[src/rtl/ps2_host_tx_pkg.sv]
// rtl/ps2_host_tx_pkg.sv - shared PS/2 command bytes, frame constants and helpers
package ps2_host_tx_pkg;

    localparam logic [7:0] PS2_CMD_SET_LEDS = 8'hED;
    localparam logic [7:0] PS2_CMD_ECHO     = 8'hEE;
    localparam logic [7:0] PS2_CMD_RESET    = 8'hFF;

    localparam int FILTER_LEN = 8;
    localparam int REQ_CYCLES = 28;

    function automatic logic odd_parity(input logic [7:0] b);
        return ~^b;
    endfunction

    function automatic int max_int(input int a, input int b);
        return (a > b) ? a : b;
    endfunction

endpackage

[src/rtl/ps2_line_filter.sv]
// rtl/ps2_line_filter.sv - 2-flop synchronizer, 8-sample stability filter and fall strobe
module ps2_line_filter
    import ps2_host_tx_pkg::*;
(
    input  logic clk28,
    input  logic rst_n,
    input  logic pin_in,
    output logic level,
    output logic fall
);

    localparam int CNT_W = $clog2(FILTER_LEN);

    logic             sync1_q, sync1_d;
    logic             sync2_q, sync2_d;
    logic             filt_q, filt_d;
    logic             fall_q, fall_d;
    logic [CNT_W-1:0] cnt_q, cnt_d;

    // Counter tracks consecutive samples that disagree with the filtered level.
    always_comb begin
        sync1_d = pin_in;
        sync2_d = sync1_q;
        filt_d  = filt_q;
        fall_d  = 1'b0;
        cnt_d   = '0;
        if (sync2_q != filt_q) begin
            if (cnt_q == CNT_W'(FILTER_LEN - 1)) begin
                filt_d = sync2_q;
                fall_d = ~sync2_q;
            end else begin
                cnt_d = cnt_q + 1'b1;
            end
        end
    end

    always_ff @(posedge clk28) begin
        if (!rst_n) begin
            sync1_q <= 1'b1;
            sync2_q <= 1'b1;
            filt_q  <= 1'b1;
            fall_q  <= 1'b0;
            cnt_q   <= '0;
        end else begin
            sync1_q <= sync1_d;
            sync2_q <= sync2_d;
            filt_q  <= filt_d;
            fall_q  <= fall_d;
            cnt_q   <= cnt_d;
        end
    end

    assign level = filt_q;
    assign fall  = fall_q;

endmodule

[src/rtl/ps2_host_tx.sv]
// rtl/ps2_host_tx.sv - PS/2 host-to-device command transmitter with ACK check and timeout
module ps2_host_tx
    import ps2_host_tx_pkg::*;
#(
    parameter int CLK_FREQ   = 28_000_000,
    parameter int INHIBIT_US = 120,
    parameter int TIMEOUT_MS = 15
) (
    input  logic       clk28,
    input  logic       rst_n,
    input  logic       ps2_clk_in,
    input  logic       ps2_dat_in,
    output logic       ps2_clk_oe,
    output logic       ps2_dat_oe,
    input  logic [7:0] tx_data,
    input  logic       tx_valid,
    output logic       tx_ready,
    output logic       tx_done,
    output logic       tx_error,
    output logic       rx_inhibit
);

    localparam int N_INH       = CLK_FREQ / 1_000_000 * INHIBIT_US;
    localparam int TIMEOUT_CYC = TIMEOUT_MS * CLK_FREQ / 1000;
    localparam int TMR_W       = $clog2(max_int(N_INH, TIMEOUT_CYC) + 1);

    typedef enum logic [2:0] {
        ST_IDLE,
        ST_INHIBIT,
        ST_REQ,
        ST_DATA,
        ST_ACK,
        ST_WAIT_IDLE
    } state_t;

    logic clk_level, clk_fall, dat_level;

    ps2_line_filter u_clk_filter (
        .clk28  (clk28),
        .rst_n  (rst_n),
        .pin_in (ps2_clk_in),
        .level  (clk_level),
        .fall   (clk_fall)
    );

    ps2_line_filter u_dat_filter (
        .clk28  (clk28),
        .rst_n  (rst_n),
        .pin_in (ps2_dat_in),
        .level  (dat_level),
        .fall   ()
    );

    state_t           state_q, state_d;
    logic [TMR_W-1:0] tmr_q, tmr_d;
    logic [3:0]       bit_cnt_q, bit_cnt_d;
    logic [7:0]       data_q, data_d;
    logic             parity_q, parity_d;
    logic             ack_ok_q, ack_ok_d;
    logic             clk_oe_q, clk_oe_d;
    logic             dat_oe_q, dat_oe_d;
    logic             ready_q, ready_d;
    logic             done_q, done_d;
    logic             error_q, error_d;
    logic             inhibit_q, inhibit_d;

    always_comb begin
        state_d   = state_q;
        tmr_d     = tmr_q;
        bit_cnt_d = bit_cnt_q;
        data_d    = data_q;
        parity_d  = parity_q;
        ack_ok_d  = ack_ok_q;
        clk_oe_d  = clk_oe_q;
        dat_oe_d  = dat_oe_q;
        done_d    = 1'b0;
        error_d   = 1'b0;

        case (state_q)
            ST_IDLE: begin
                if (tx_valid && ready_q) begin
                    data_d    = tx_data;
                    parity_d  = odd_parity(tx_data);
                    bit_cnt_d = '0;
                    tmr_d     = '0;
                    clk_oe_d  = 1'b1;
                    dat_oe_d  = 1'b0;
                    state_d   = ST_INHIBIT;
                end
            end
            ST_INHIBIT: begin
                if (tmr_q == TMR_W'(N_INH - 1)) begin
                    tmr_d    = '0;
                    dat_oe_d = 1'b1;
                    state_d  = ST_REQ;
                end else begin
                    tmr_d = tmr_q + 1'b1;
                end
            end
            ST_REQ: begin
                if (tmr_q == TMR_W'(REQ_CYCLES - 1)) begin
                    tmr_d    = '0;
                    clk_oe_d = 1'b0;
                    state_d  = ST_DATA;
                end else begin
                    tmr_d = tmr_q + 1'b1;
                end
            end
            ST_DATA, ST_ACK, ST_WAIT_IDLE: begin
                tmr_d = tmr_q + 1'b1;
                // A dead device must never leave the bus held; timeout beats any edge.
                if (tmr_q == TMR_W'(TIMEOUT_CYC - 1)) begin
                    clk_oe_d = 1'b0;
                    dat_oe_d = 1'b0;
                    error_d  = 1'b1;
                    state_d  = ST_IDLE;
                end else if (state_q == ST_DATA) begin
                    if (clk_fall) begin
                        bit_cnt_d = bit_cnt_q + 4'd1;
                        if (bit_cnt_q < 4'd8) begin
                            dat_oe_d = ~data_q[bit_cnt_q[2:0]];
                        end else if (bit_cnt_q == 4'd8) begin
                            dat_oe_d = ~parity_q;
                        end else if (bit_cnt_q == 4'd9) begin
                            dat_oe_d = 1'b0;
                        end else begin
                            ack_ok_d = ~dat_level;
                            state_d  = ST_ACK;
                        end
                    end
                end else if (state_q == ST_ACK) begin
                    state_d = ST_WAIT_IDLE;
                end else if (clk_level && dat_level) begin
                    done_d  = ack_ok_q;
                    error_d = ~ack_ok_q;
                    state_d = ST_IDLE;
                end
            end
            default: begin
                clk_oe_d = 1'b0;
                dat_oe_d = 1'b0;
                state_d  = ST_IDLE;
            end
        endcase

        // Ready lags the return to idle by a cycle so it rises after the result pulse.
        ready_d   = (state_q == ST_IDLE) && (state_d == ST_IDLE);
        inhibit_d = (state_d != ST_IDLE);
    end

    always_ff @(posedge clk28) begin
        if (!rst_n) begin
            state_q   <= ST_IDLE;
            tmr_q     <= '0;
            bit_cnt_q <= '0;
            data_q    <= '0;
            parity_q  <= 1'b0;
            ack_ok_q  <= 1'b0;
            clk_oe_q  <= 1'b0;
            dat_oe_q  <= 1'b0;
            ready_q   <= 1'b1;
            done_q    <= 1'b0;
            error_q   <= 1'b0;
            inhibit_q <= 1'b0;
        end else begin
            state_q   <= state_d;
            tmr_q     <= tmr_d;
            bit_cnt_q <= bit_cnt_d;
            data_q    <= data_d;
            parity_q  <= parity_d;
            ack_ok_q  <= ack_ok_d;
            clk_oe_q  <= clk_oe_d;
            dat_oe_q  <= dat_oe_d;
            ready_q   <= ready_d;
            done_q    <= done_d;
            error_q   <= error_d;
            inhibit_q <= inhibit_d;
        end
    end

    assign ps2_clk_oe = clk_oe_q;
    assign ps2_dat_oe = dat_oe_q;
    assign tx_ready   = ready_q;
    assign tx_done    = done_q;
    assign tx_error   = error_q;
    assign rx_inhibit = inhibit_q;

endmodule
[config.mk]
export PLATFORM = sky130hd
export DESIGN_NAME = ps2_host_tx
export DESIGN_NICKNAME = d
export VERILOG_FILES = /design/src/rtl/ps2_host_tx_pkg.sv /design/src/rtl/ps2_line_filter.sv /design/src/rtl/ps2_host_tx.sv
export SDC_FILE = /design/constraint.sdc
export NUM_CORES = 1
export LEC_CHECK = 0
export CORE_UTILIZATION = 62
export CTS_CLUSTER_DIAMETER = 150
export CTS_CLUSTER_SIZE = 10
export DETAILED_ROUTE_END_ITERATION = 10
export PLACE_DENSITY = 0.84
export SKIP_LAST_GASP = 1
export SYNTH_ARGS = -nofsm -noshare
export SYNTH_HDL_FRONTEND = slang
export SYNTH_SLANG_ARGS = --single-unit
[constraint.sdc]
create_clock -name clk28 -period 3.4 [get_ports clk28]
set_input_delay 0.68 -clock clk28 [delete_from_list [all_inputs] [get_ports clk28]]
set_output_delay 0.68 -clock clk28 [all_outputs]
set_load 0.02 [all_outputs]
# Word-level counts from Yosys, hierarchy flattened
# Cells that the tools add are included.
dict set report word_totals {
  regBits 55
  latch_bits 0
  ram_bits 0
  rom_bits 0
  inputBits 13
  memories 0
}
dict set report classes {
  n_addsub 4
  multipliers 0
  div 0
  n_lt_le_gt_ge 2
  n_eq_ne 24
  shift 0
  n_mux 40
  bitwise_logic 16
  n_reduce_logical 23
}
# op n
set ops {}
lappend ops {{19-bit one-hot mux with 4 select lines} 1}
lappend ops {{19-bit two-way mux} 3}
lappend ops {{3-bit two-way mux} 11}
lappend ops {{19-bit by 1-bit adder with 19-bit output (second input constant)} 1}
lappend ops {{19-bit by 12-bit equality test with 1-bit output (second input constant)} 1}
lappend ops {{19-bit equality test (second input constant)} 1}
lappend ops {{19-bit by 5-bit equality test with 1-bit output (second input constant)} 1}
lappend ops {{1-bit two-way mux} 16}
lappend ops {{4-bit two-way mux} 4}
lappend ops {{1-bit inverter} 16}
lappend ops {{3-bit equality test (second input constant)} 4}
lappend ops {{2-bit inequality test (second input constant)} 6}
lappend ops {{3-bit one-hot mux with 4 select lines} 1}
lappend ops {{2-bit AND reduction} 5}
lappend ops {{3-bit OR reduction} 3}
lappend ops {{4-bit equality test (second input constant)} 2}
lappend ops {{1-bit one-hot mux with 4 select lines} 2}
lappend ops {{4-bit one-hot mux with 2 select lines} 1}
lappend ops {{8-bit XNOR reduction} 1}
lappend ops {{7-bit AND reduction} 1}
lappend ops {{3-bit by 1-bit adder with 3-bit output (second input constant)} 2}
lappend ops {{3-bit by 2-bit equality test with 1-bit output (second input constant)} 2}
lappend ops {{3-bit zero test} 2}
lappend ops {{6-bit AND reduction} 1}
lappend ops {{other kinds (18)} 21}

# Longest topological paths before layout
dict set report logic_depth {
  word_depth 10
  mapped_depth 8
}

# Hierarchy
# A second synthesis with hierarchy kept.
dict set report hier_totals {
  cells_unflattened 312
  area_unflattened_um2 2762.6
}
# mod instances cells_per_inst area_per_inst_um2 seq_area_each_um2
set by_module_without_submodules {}
lappend by_module_without_submodules {ps2_host_tx 1 276 2272.2 840.8}
lappend by_module_without_submodules {ps2_line_filter 2 18 245.2 140.1}

# Worst setup path after synthesis
# Ideal clock, no wire load.
dict set report synth_path {
  path_type {reg2reg}
  start {register tmr_q[15]}
  end {register inhibit_q (netlist: rx_inhibit)}
  setup_ps 120
  t_arrival_ps 2168
  slack_ps 1112
  stages_incl_launch_ff 8
  period_less_slack_ps 2288
  cell_sequence {dfxtp_1 > or4b_1 > or4_4 > or2_1 > buf_6 > o211ai_2 > a31oi_1 > a211o_1}
}
dict set report synth_between {
  elab_chain_len 4
}
# element line_no
set synth_lines {}
lappend synth_lines {{start, declared} ps2_host_tx.sv:55} ;# logic [TMR_W-1:0] tmr_q, tmr_d;
lappend synth_lines {{start signal, assigned} ps2_host_tx.sv:167} ;# tmr_q <= tmr_d;
lappend synth_lines {{19-bit equality test (tied with other cells)} ps2_host_tx.sv:112} ;# if (tmr_q == TMR_W'(TIMEOUT_CYC - 1)) begin
lappend synth_lines {{3-bit two-way mux, on equally long branches} {ps2_host_tx.sv:112, ps2_host_tx.sv:92, ps2_host_tx.sv:101}}
lappend synth_lines {{3-bit one-hot mux with 4 select lines *} ps2_host_tx.sv:79} ;# case (state_q)
lappend synth_lines {{3-bit nonzero test *} ps2_host_tx.sv:148} ;# inhibit_d = (state_d != ST_IDLE);
lappend synth_lines {{end signal, assigned} ps2_host_tx.sv:177} ;# inhibit_q <= inhibit_d;
lappend synth_lines {{end, declared} ps2_host_tx.sv:65} ;# logic inhibit_q, inhibit_d;
# Mark *: on every way between the ends. The rest lies on a longest branch, timed or not.
# A chain may end at the register's enable or synchronous reset.

# Worst setup path in the final report
# Same ends and word-level chain as after synthesis.

==> results.tsv <==
metric	value	unit
fin util	73.7	%
DRC Markers	0	
Post-Route Skew	0.00395	ns
grt met3 use	5.82	%
CTS Buffer Depth	2	
Slew HR	60.6	%
sequential fraction of the synthesis area	42.0	%
antenna violations before repair	0	
Synth Area in Compound Gates	10.5	%
slowest CP cell	or4b_1	
Die W	67.0	um
CP required	3.60	ns
pwr/cell area	438	nW/um^2
Final Hold Fails	0	
starting density of the core	65.0	%
DR pass1 iterations	4	
outcome	finished clean	
Slew Limit Fails	0	
mux contribution to synthesized area	3.68	%
via count	2073	
number of routed nets with antenna violations	0	
WP data arrival	2.70	ns
GRT Max-Usage Layer	met2	
core area	4030	um^2
layout cells sized above 1	5.75	%
Finish-stage setup viols	0	
Yosys warning total	0	
Crit. End Element	register	
average wire per standard cell	14.1	um
most frequent cells in the layout	dfxtp_1 (55), nand2_1 (46), nor2_1 (29)	
most common cell after layout, fill and taps aside	dfxtp_1	
global route overflow	0	
Num CTS Buffers	5	
Port Buf Inserts	18	
Synth Area in Simple Gates	27.6	%
EDFF count, synth	0	
Max VDD drop	262	uV
fin nets	333	
row cnt	23	
GR Util All Layers	25.4	%
dpl cell area	2830	um^2
post-synthesis adder-cell area fraction	3.82	%
antenna cells	0	
Worst Setup Start Kind	register	
CTS Hold Buffers Added	0	
first-pass GRT wire length	8560	um
drt initial violations	123	
Synth Register Bits	55	
crit path max fanout	5	
worst path cell trace	or4b_1 > or4_4 > nor2_1 > or4_1 > a31oi_1 > a211o_1	
crit path time final	2.50	ns
M1 GR Usage	30.4	%
setup_tns	0	ns
max_cap viols	0	
# Post-CTS Setup Buffers	0	
Reg clk slew, reported paths	0.10	ns
largest family of logic cells by synthesized area	simple AND/OR/NAND/NOR gates	
Final Cell Area	2970	um^2
average size of a mapped cell	8.88	um^2
DP Worst Slack	0.883	ns
Hold Crit Class	reg -> reg	
Least-Margin Pin Slew	0.590	ns
pin count of the biggest net entering global routing	20	
Clock H-tree levels	2	
Leak Pwr	1.11	nW
main flop type after synthesis	dfxtp_1	
Root Driver	clkbuf_8	
crit-path max cell delay	0.58	ns
clock sinks	55	
M2 GR Usage	42.6	%
Final HPWL DP	3640	um
vias in the first global route	1968	
library cells used by synthesis	49	
CTS tree	yes	
fin crit share	73.6	%
vias per inst	5.71	
final-layout fill cell count	300	
Layout area overhead	13.3	%
syn nets	316	
Placer Congestion	0.888	
Worst Setup Slack, final	0.899	ns
Routed WL	5100	um
RSZ-0062 raised after global routing	no	
kind of critical path	reg -> reg	
max frequency	400	MHz
I/O Pins	19	
Post-Syn Instances	295	
Synth Area in XOR/XNOR	9.36	%
CTS-repair resized insts	0	
final total power	1.30	mW
Clock Latency Late Sink	0.30	ns
Post-Syn Area	2620	um^2
Die Y	67.0	um
fraction of registers with async set/reset	0	%
die area	4490	um^2
==> state kept, by name, summed over array words and instances (netlist names), 3 cells and up <==
name,flops
data_q,8
u_clk_filter.cnt_q,3
state_q,3
tmr_q,19
u_dat_filter.cnt_q,3
bit_cnt_q,4
==> logic make-up (layout without fill, tap and decap cells) <==
kind of cell               after synthesis  count (layout)
adders and majority gates                8               8
and+or+nand+nor                        141             141
buffers and inverters                   18              36
AOI/OAI and AO/OA                       38              38
muxes                                    7               7
xor gates and xnor gates                28              28
DFF                                     55              55
==> worst max-delay path: cells and delay by family (launching register included) <==
family	cells	cell delay, ns
AO/OA/AOI/OAI	2	0.40
AND/OR/NAND/NOR	4	1.63
flip-flops	1	0.35
==> power by group <==
part	switching [mW]	internal, mW	leakage [nW]
logic	0.0633	0.0586	0.597
clock network	0.208	0.293	0.0644
registers	0.0140	0.663	0.447
total	0.285	1.01	1.11
==> metal layers <==
metal / vias to the layer above / share of wire (%) / wire length (um)
li1: 1047 / - / -
met1: 986 / 45 / 2270
met2: 30 / 51 / 2580
met3: 10 / 2.6 / 135
met4: 0 / 2.2 / 110
met5: - / 0 / 0
==> Yosys cell counts, drive strengths merged, types with 5 or more instances <==
library cell	n	share of area, %
dfxtp	55	42
nand4	5	1.2
nand2	47	6.8
clkbuf	8	1.1
nor3	6	1.1
a21boi	10	2.9
ha	8	3.8
nand3	13	2.5
a21oi	5	0.95
a31oi	6	1.4
nand2b	7	1.7
inv	7	1.0
nor2	29	4.2
xnor2	13	4.3
and2	9	2.1
xor2	15	5.0
==> area by class of cell <==
class                           count  area (um^2)  share of cell area (%)
Sequential cell                    55         1100                    37.1
Inverter                            7         26.3                   0.885
Timing Repair Buffer               21          203                    6.83
Clock buffer                        5         68.8                    2.32
Tap cell                           50         62.6                    2.11
Clock inverter                      3         67.6                    2.28
Multi-Input combinational cell    222         1440                    48.5
==> per-stage QoR <==
step                      std cells  hold WS [ns]
after CTS                       363         0.420
final                           363         0.420
after global placement          355         0.393
after floorplan                 295         0.386
after global routing            363         0.449
after detailed placement        355         0.397
==> path summary, 6_finish.rpt <==
kind	cells after the start	endpoint	startpoint	slack, ns
worst max-delay path	6	rx_inhibit$_SDFF_PN0_	tmr_q[15]$_SDFFE_PN0P_	0.90
worst min-delay path	1	u_dat_filter.sync2_q$_SDFF_PN1_	u_dat_filter.sync1_q$_SDFF_PN1_	0.42
worst max register to register	6	rx_inhibit$_SDFF_PN0_	tmr_q[15]$_SDFFE_PN0P_	0.90
worst min register to register	1	u_dat_filter.sync2_q$_SDFF_PN1_	u_dat_filter.sync1_q$_SDFF_PN1_	0.42
No activity file was read; power rests on OpenSTA's default activity.
